### config.mk
export PLATFORM = sky130hd
export DESIGN_NAME = fp_div
export DESIGN_NICKNAME = d
export VERILOG_FILES = /design/src/rtl/fp_div.sv
export SDC_FILE = /design/constraint.sdc
export NUM_CORES = 1
export LEC_CHECK = 0
export CAP_MARGIN = 40
export CORE_ASPECT_RATIO = 0.6
export CORE_MARGIN = 5
export CORE_UTILIZATION = 32
export CTS_CLUSTER_DIAMETER = 40
export DETAILED_ROUTE_END_ITERATION = 16
export PLACE_DENSITY = 0.52
export REMOVE_ABC_BUFFERS = 1
export SYNTH_ARGS = -nofsm -noshare
export SYNTH_HDL_FRONTEND = slang
export SYNTH_SLANG_ARGS = --single-unit
### constraint.sdc
create_clock -name clk_in -period 3.88 [get_ports clk_in]
set_input_delay 0.388 -clock clk_in [delete_from_list [all_inputs] [get_ports clk_in]]
set_output_delay 0.388 -clock clk_in [all_outputs]
set_load 0.05 [all_outputs]
### src/rtl/fp_div.sv
// Multi-cycle floating-point divider: restoring significand division, then normalise, then round.
// Defining FP_DIV_ROUND_EN selects round-to-nearest-even; otherwise the quotient is truncated.
module fp_div #(
   parameter int EXP_W  = 5,
   parameter int MANT_W = 10,
   localparam int W     = 1 + EXP_W + MANT_W
) (
   input  logic         clk_in,
   input  logic         rst,
   input  logic [W-1:0] a,
   input  logic [W-1:0] b,
   input  logic         data_valid_in,
   output logic         ready_out,
   output logic [W-1:0] result,
   output logic         data_valid_out,
   output logic [3:0]   flags
);

   localparam int BIAS  = (2 ** (EXP_W - 1)) - 1;
   localparam int SIG_W = MANT_W + 1;
   localparam int QW    = MANT_W + 3;
   localparam int EW    = EXP_W + 2;
   localparam int CNT_W = $clog2(QW);

   localparam logic [CNT_W-1:0]     CNT_LAST = CNT_W'(QW - 1);
   localparam logic [EW-1:0]        BIAS_E   = EW'(BIAS);
   localparam logic signed [EW-1:0] EXP_MAX  = EW'((2 ** EXP_W) - 1);

   localparam logic [1:0] S_IDLE      = 2'd0;
   localparam logic [1:0] S_DIVIDING  = 2'd1;
   localparam logic [1:0] S_NORMALIZE = 2'd2;
   localparam logic [1:0] S_ROUND     = 2'd3;

   logic [1:0]           state_q, state_d;
   logic [CNT_W-1:0]     cnt_q, cnt_d;
   logic [W-1:0]         a_q, a_d;
   logic [W-1:0]         b_q, b_d;
   logic [QW-1:0]        rem_q, rem_d;
   logic [QW-1:0]        quot_q, quot_d;
   logic [SIG_W-1:0]     mant_q, mant_d;
   logic signed [EW-1:0] exp_q, exp_d;
   logic                 guard_q, guard_d;
   logic                 sticky_q, sticky_d;
   logic                 ready_q, ready_d;
   logic                 valid_q, valid_d;
   logic [W-1:0]         result_q, result_d;
   logic [3:0]           flags_q, flags_d;

   logic                 accept;
   logic [QW-1:0]        divisor;
   logic signed [EW-1:0] exp_base;
   logic                 round_up;
   logic [SIG_W:0]       mant_sum;
   logic signed [EW-1:0] exp_fin;
   logic [MANT_W-1:0]    frac_fin;
   logic                 overflow;
   logic                 underflow;

   logic [EXP_W-1:0]     a_exp, b_exp;
   logic [MANT_W-1:0]    a_frac, b_frac;
   logic                 a_nan, a_inf, a_zero;
   logic                 b_nan, b_inf, b_zero;
   logic                 sign_r;
   logic [W-1:0]         inf_r, zero_r, qnan_r;

   assign accept = data_valid_in && ready_q;

   assign a_exp  = a_q[W-2:MANT_W];
   assign b_exp  = b_q[W-2:MANT_W];
   assign a_frac = a_q[MANT_W-1:0];
   assign b_frac = b_q[MANT_W-1:0];

   // Subnormal operands have no hidden bit here and are treated as zero.
   assign a_nan  = (&a_exp) && (|a_frac);
   assign a_inf  = (&a_exp) && !(|a_frac);
   assign a_zero = !(|a_exp);
   assign b_nan  = (&b_exp) && (|b_frac);
   assign b_inf  = (&b_exp) && !(|b_frac);
   assign b_zero = !(|b_exp);

   assign sign_r = a_q[W-1] ^ b_q[W-1];
   assign inf_r  = {sign_r, {EXP_W{1'b1}}, {MANT_W{1'b0}}};
   assign zero_r = {sign_r, {(W-1){1'b0}}};
   assign qnan_r = {1'b0, {EXP_W{1'b1}}, 1'b1, {(MANT_W-1){1'b0}}};

   assign divisor  = {2'b00, 1'b1, b_frac};
   assign exp_base = {2'b00, a_exp} - {2'b00, b_exp} + BIAS_E;

`ifdef FP_DIV_ROUND_EN
   assign round_up = guard_q && (sticky_q || mant_q[0]);
`else
   logic unused_grs;
   assign round_up   = 1'b0;
   assign unused_grs = guard_q ^ sticky_q;
`endif

   // A carry out of the significand means the value became 2.0: shift right and bump the exponent.
   assign mant_sum  = {1'b0, mant_q} + {{SIG_W{1'b0}}, round_up};
   assign exp_fin   = mant_sum[SIG_W] ? (exp_q + EW'(1)) : exp_q;
   assign frac_fin  = mant_sum[SIG_W] ? mant_sum[MANT_W:1] : mant_sum[MANT_W-1:0];
   assign overflow  = !exp_fin[EW-1] && (exp_fin >= EXP_MAX);
   assign underflow = exp_fin[EW-1] || (exp_fin == '0);

   always_comb begin
      state_d  = state_q;
      cnt_d    = cnt_q;
      a_d      = a_q;
      b_d      = b_q;
      rem_d    = rem_q;
      quot_d   = quot_q;
      mant_d   = mant_q;
      exp_d    = exp_q;
      guard_d  = guard_q;
      sticky_d = sticky_q;
      ready_d  = ready_q;
      valid_d  = 1'b0;
      result_d = result_q;
      flags_d  = flags_q;

      case (state_q)
         S_IDLE: begin
            if (accept) begin
               a_d     = a;
               b_d     = b;
               rem_d   = {2'b00, 1'b1, a[MANT_W-1:0]};
               quot_d  = '0;
               cnt_d   = '0;
               ready_d = 1'b0;
               state_d = S_DIVIDING;
            end
         end

         S_DIVIDING: begin
            if (rem_q >= divisor) begin
               rem_d  = (rem_q - divisor) << 1;
               quot_d = {quot_q[QW-2:0], 1'b1};
            end else begin
               rem_d  = rem_q << 1;
               quot_d = {quot_q[QW-2:0], 1'b0};
            end
            cnt_d = cnt_q + CNT_W'(1);
            if (cnt_q == CNT_LAST) begin
               state_d = S_NORMALIZE;
            end
         end

         // Quotient lies in [0.5, 2): either the top bit is the integer bit or the next one is.
         S_NORMALIZE: begin
            if (quot_q[QW-1]) begin
               mant_d   = quot_q[QW-1:2];
               guard_d  = quot_q[1];
               sticky_d = quot_q[0] || (|rem_q);
               exp_d    = exp_base;
            end else begin
               mant_d   = quot_q[QW-2:1];
               guard_d  = quot_q[0];
               sticky_d = |rem_q;
               exp_d    = exp_base - EW'(1);
            end
            state_d = S_ROUND;
         end

         S_ROUND: begin
            valid_d = 1'b1;
            ready_d = 1'b1;
            state_d = S_IDLE;
            flags_d = 4'b0000;
            if (a_nan || b_nan) begin
               result_d = qnan_r;
            end else if ((a_zero && b_zero) || (a_inf && b_inf)) begin
               result_d = qnan_r;
               flags_d  = 4'b1000;
            end else if (a_inf) begin
               result_d = inf_r;
            end else if (b_zero) begin
               result_d = inf_r;
               flags_d  = 4'b0100;
            end else if (a_zero || b_inf) begin
               result_d = zero_r;
            end else if (overflow) begin
               result_d = inf_r;
               flags_d  = 4'b0010;
            end else if (underflow) begin
               result_d = zero_r;
               flags_d  = 4'b0001;
            end else begin
               result_d = {sign_r, exp_fin[EXP_W-1:0], frac_fin};
            end
         end

         default: begin
            state_d = S_IDLE;
            ready_d = 1'b1;
         end
      endcase
   end

   always_ff @(posedge clk_in) begin
      if (rst) begin
         state_q  <= S_IDLE;
         cnt_q    <= '0;
         a_q      <= '0;
         b_q      <= '0;
         rem_q    <= '0;
         quot_q   <= '0;
         mant_q   <= '0;
         exp_q    <= '0;
         guard_q  <= 1'b0;
         sticky_q <= 1'b0;
         ready_q  <= 1'b1;
         valid_q  <= 1'b0;
         result_q <= '0;
         flags_q  <= '0;
      end else begin
         state_q  <= state_d;
         cnt_q    <= cnt_d;
         a_q      <= a_d;
         b_q      <= b_d;
         rem_q    <= rem_d;
         quot_q   <= quot_d;
         mant_q   <= mant_d;
         exp_q    <= exp_d;
         guard_q  <= guard_d;
         sticky_q <= sticky_d;
         ready_q  <= ready_d;
         valid_q  <= valid_d;
         result_q <= result_d;
         flags_q  <= flags_d;
      end
   end

   assign ready_out      = ready_q;
   assign data_valid_out = valid_q;
   assign result         = result_q;
   assign flags          = flags_q;

endmodule

* Yosys cells after proc, flatten, opt, wreduce, memory -nomap -nowiden *
Cells that the tools add are included.
W data, S select, Z words.

word-level totals
  bits in registers = 103
  bits in latches = 0
  RAM bits = 0
  memory bits (read-only) = 0
  word-level logic and storage cells = 87
  memories kept = 0

cells by class
  add/subtract/negate cells = 5
  $mul = 0
  divide/modulo/power cells = 0
  $lt $le $gt $ge = 2
  eq/ne operators = 6
  shift-type cells = 0
  multiplexer cells = 30
  bitwise gates (word level) = 1
  reductions and logical operators = 31

operators with widths
  kind                   count
  $mux W15               5
  $pmux W13 S2           2
  $mux W13               3
  $mux W16               2
  $reduce_or A10 Y1      2
  $ge A13 B11 Y1         1
  $mux W4                3
  $sub A12 B11 Y12       1
  $mux W10               1
  $reduce_and A5 Y1      2
  $reduce_or A5 Y1       2
  $logic_and A1 B1 Y1    8
  $mux W2                4
  $pmux W2 S4            1
  $pmux W4 S2            1
  $reduce_and A2 Y1      4
  $add A6 B5 Y7 const B  1
  $ge A7 B6 Y1 const B   1
  $logic_not A7 Y1       1
  $mux W7                1
  $sub A7 B2 Y7 const B  1
  $mux W3                2
  $sub A5 B5 Y6          1
  $logic_not A1 Y1       5
  other kinds (11)       20

* Logic depth before layout (Yosys ltp) *
  depth in word-level cells = 9
  gate-level depth with buffers = 11
  gate-level depth less buffers = 10

* Worst setup path after synthesis *
OpenSTA, ideal clock, no wires.

  path kind = flip-flop to flip-flop
  from = register a_q[10]
  to = register exp_q[6]
  setup time = 0.088 ns
  arrival = 2.769 ns
  data required time = 3.792 ns
  path slack = 1.023 ns
  cell stages (with the launch flop) = 12
  buffers on the path = 1
  clock period less this slack = 2.857 ns
  cells stage by stage = dfxtp_1 inv_1 ha_1 fa_1 xor2_1 and3_1 buf_6 a2111oi_4 o32a_2 o32ai_1 or4_1 a311oi_2

between the ends
  longest elaborated chain between the ends = 4

RTL lines
  item                    line  RTL
  start, declared         36    logic [W-1:0] a_q, a_d;
  start signal, assigned  202   a_q <= '0;
  start signal, assigned  217   a_q <= a_d;
  $sub A5 B5 Y6 *         87    assign exp_base = {2'b00, a_exp} - {2'b00, b_exp} + BIAS_E;
  $add A6 B5 Y7 *         87
  $sub A7 B2 Y7           158   exp_d = exp_base - EW'(1);
  $mux W7 *               149   if (quot_q[QW-1]) begin
  end signal, assigned    222   exp_q <= exp_d;
  end, declared           41    logic signed [EW-1:0] exp_q, exp_d;

Mark *: on every way between the ends. The rest lies on a longest branch, timed or not.
A chain may end at the register's enable or synchronous reset.

* Worst setup path after layout *
  from = register a_q[10]
  to = register exp_q[5]

The elaborated chain is that of the path after synthesis.

==> qor.yml <==
status: "complete, no violations"
rsz0062_at_grt: "no"
r2r_end: "exp_q[5]"
root_buffer: "clkbuf_16"
fin_skew_ps: 11.29
startpoint_type: "register"
antenna_left: 0
seqPwrFrac_pct: 29.1
die_h_um: 108.6
r2r_start: "a_q[10]"
cts_tree: "done"
total_power_w: 0.004848
cap_violations: 0
tightest_slew_ps: 848.8
leakage_nw: 2.195
drive_above_1_share_pct: 5.208
synth.avg_cell_area_um2: 8.221
endpoint_kind: "register"
crit_arrival_ps: 3350
diodes: 0
maxSlewHeadroom_pct: 42.89
fin_crit_sh_pct: 80.09
insertion_delay_ps: 350
place_inst: 865
synth_top_area_share_pct: 39.75
fmax_ghz: 0.3218
drt-pass1-iter-count: 4
cts_buffer_depth: 2
cts_buffers: 9
ys_warn_count: 0
clk_pin_slew_ps: 80
final.setup.tns_ps: 0
yosysTopAreaCell: "dfxtp_1"
switching_power_w: 0.002094
cp.required_ps: 4120
finalInstanceArea_um2: 6232
synthFlopType: "dfxtp_1"
start_util_pct: 32.26
ys_ff_latch: 103
area_growth_pct: 20.14
rows: 36
ys_seq_area_share_pct: 39.75
fin_cells: 881
hold_path_class: "reg2reg"
reg2reg_slack_ps: 770
grt_max_degree: 54
cts_resized: 0
hold-path-endpoint: "a_q[2]"
comb_power_share_pct: 51.1
hold_viol: 0
ys_types: 56
holdBufCountCts: 0
wirelength_mm: 13.69
antenna_found_initial: 0
setup_viol: 0
drt_iter0_drc: 329
pwr_density_cell_nw_per_um2: 777.9
grt_first_pass_wirelength_mm: 22.49
netlist_area_um2: 5187
maxSlewViolCount: 0
fin_nets: 728
ys_top_cells_by_area: "dfxtp_1, nand2_1, ha_1, nor2_1, a21oi_1"
hold_depth: 2
coreArea_um2: 16080
gp_congestion: 0.8285
crit_type: "reg2reg"
ir_drop_v: 0.0003249
dieWidth_um: 174.4
synth_edf_count: 0
r2r_cells: 10
dp_hpwl_mm: 10.03
post_dp_cell_area_um2: 5922
vias: 4536
io_buffers: 56
cts_sinks: 103
grt_usage_pct: 14.71
die_area_um2: 18940
ios: 57
htree_levels: 3
hold_start: "a_q[2]"
vias_per_cell: 5.149
overflow: 0
cp_max_fo: 9
min_period_ps: 3107
grt_pass1_vias: 4334
clock_power_share_pct: 19.8
synthArstFlopShare_pct: 0
p_int_w: 0.002754
drt-wirelength-per-cell_um: 15.54
netSwitchingFraction_pct: 43.19
cts_setup_buffers: 0
synthCells: 631
drc: 0
==> power groups by stage <==
| stage | Combinational, W | Sequential, W | Clock (W) |
|---|---|---|---|
| 3_5_place_dp | 0.00246 | 0.00143 | 0 |
| 6_report | 0.00248 | 0.00141 | 0.000961 |
| 5_1_grt | 0.00277 | 0.00144 | 0.00103 |
| 4_1_cts | 0.00247 | 0.00141 | 0.000988 |
| 2_1_floorplan | 0.00178 | 0.00144 | 0 |
| 3_3_place_gp | 0.00243 | 0.00142 | 0 |
==> logic make-up after synthesis <==
| logic type | after synthesis | synth area share, % |
|---|---|---|
| xor+xnor | 24 | 4.052 |
| flops | 103 | 39.75 |
| mux | 23 | 4.510 |
| buf+inv | 66 | 4.969 |
| fa+ha+maj | 26 | 6.561 |
| compound gates | 157 | 20.28 |
| simple gates | 232 | 19.87 |
==> routing by layer <==
layer  GRT usage, %  vias up  routed length [um]
li1               -     2286                   -
met1          21.95     2125                7223
met2          21.18      110                5436
met3          4.193       15                 942
met4          2.710        0                  90
met5              0        -                   0
==> metrics by stage <==
step	setup WS (ps)	hold WS (ps)	utilization, %
finish	772.7	457.2	38.76
global route	538.6	479.5	38.76
CTS	768.6	461.8	38.76
detailed placement	782.8	451.1	36.83
global placement	871.7	441.7	36.73
floorplan	1017	430.0	-
==> worst max-delay path by stage <==
| stage | startpoint | endpoint | slack, ps | cells after the start |
|---|---|---|---|---|
| floorplan | a_q[10] | exp_q[6] | 1020 | 10 |
| global placement | a_q[10] | exp_q[6] | 870 | 10 |
| detailed placement | a_q[10] | exp_q[5] | 780 | 10 |
| CTS | a_q[10] | exp_q[5] | 770 | 10 |
| global route | a_q[10] | exp_q[5] | 540 | 10 |
| finish | a_q[10] | exp_q[5] | 770 | 10 |
==> Yosys cell counts (17+ instances only) <==
cell	n
inv_1	27
ha_1	24
nand2_1	86
mux2i_1	20
a211oi_1	20
clkbuf_1	30
xnor2_1	17
o21ai_0	19
dfxtp_1	103
a22oi_1	28
a21oi_1	50
nor2_1	79
==> area by class of cell <==
class | count | area (um2)
Inverter | 27 | 101.3
Clock inverter | 7 | 85.08
Sequential cell | 103 | 2062
Fill cell | 1606 | 9848
Timing Repair Buffer | 64 | 625.6
Tap cell | 209 | 261.5
Multi-Input combinational cell | 462 | 2872
Clock buffer | 9 | 225.2
==> flip-flops by register name, summed over array words and instances, names as in the netlist <==
name,count
a_q,16
b_q,16
result,16
quot_q,13
rem_q,13
mant_q,10
exp_q,7
cnt_q,4
flags,4
state_q,2
data_valid_out,1
ready_out,1
==> layout by cell type (no fill, tap or decap), types with 3 or more instances in the layout <==
cell type        synthesis  layout
a221oi_1                 5       5
and2_1                   3       3
nand4_1                  3       3
clkdlybuf4s50_1          0      55
dfxtp_1                103     103
a21oi_1                 50      50
nor2_1                  79      79
nor2b_1                  5       5
nand3_1                 12      12
xor2_1                   7       7
buf_4                    0       8
a31oi_1                  5       5
a22oi_1                 28      28
o21a_1                   3       3
ha_1                    24      24
xnor2_1                 17      17
a211oi_1                20      20
and3_1                   8       8
mux2i_1                 20      20
o21ai_0                 19      19
o22ai_1                  4       4
nand2b_1                 8       8
nor3b_1                  3       3
nand2_1                 86      86
inv_1                   27      27
clkbuf_16                0       9
nor4_1                   6       6
inv_8                    0       3
a21o_1                   3       3
nor3_1                  10      10
nand3b_1                 3       3
mux2_2                   3       3
==> worst max-delay path, stage by stage (launching register included) <==
cell	delay (ps)
dfxtp_1	340
inv_1	70
ha_1	210
fa_1	390
xor2_1	240
and3_1	450
a2111oi_2	130
a21o_1	170
o32ai_1	450
and4bb_2	290
a211o_1	250
Power figures use the tool's default switching activity.
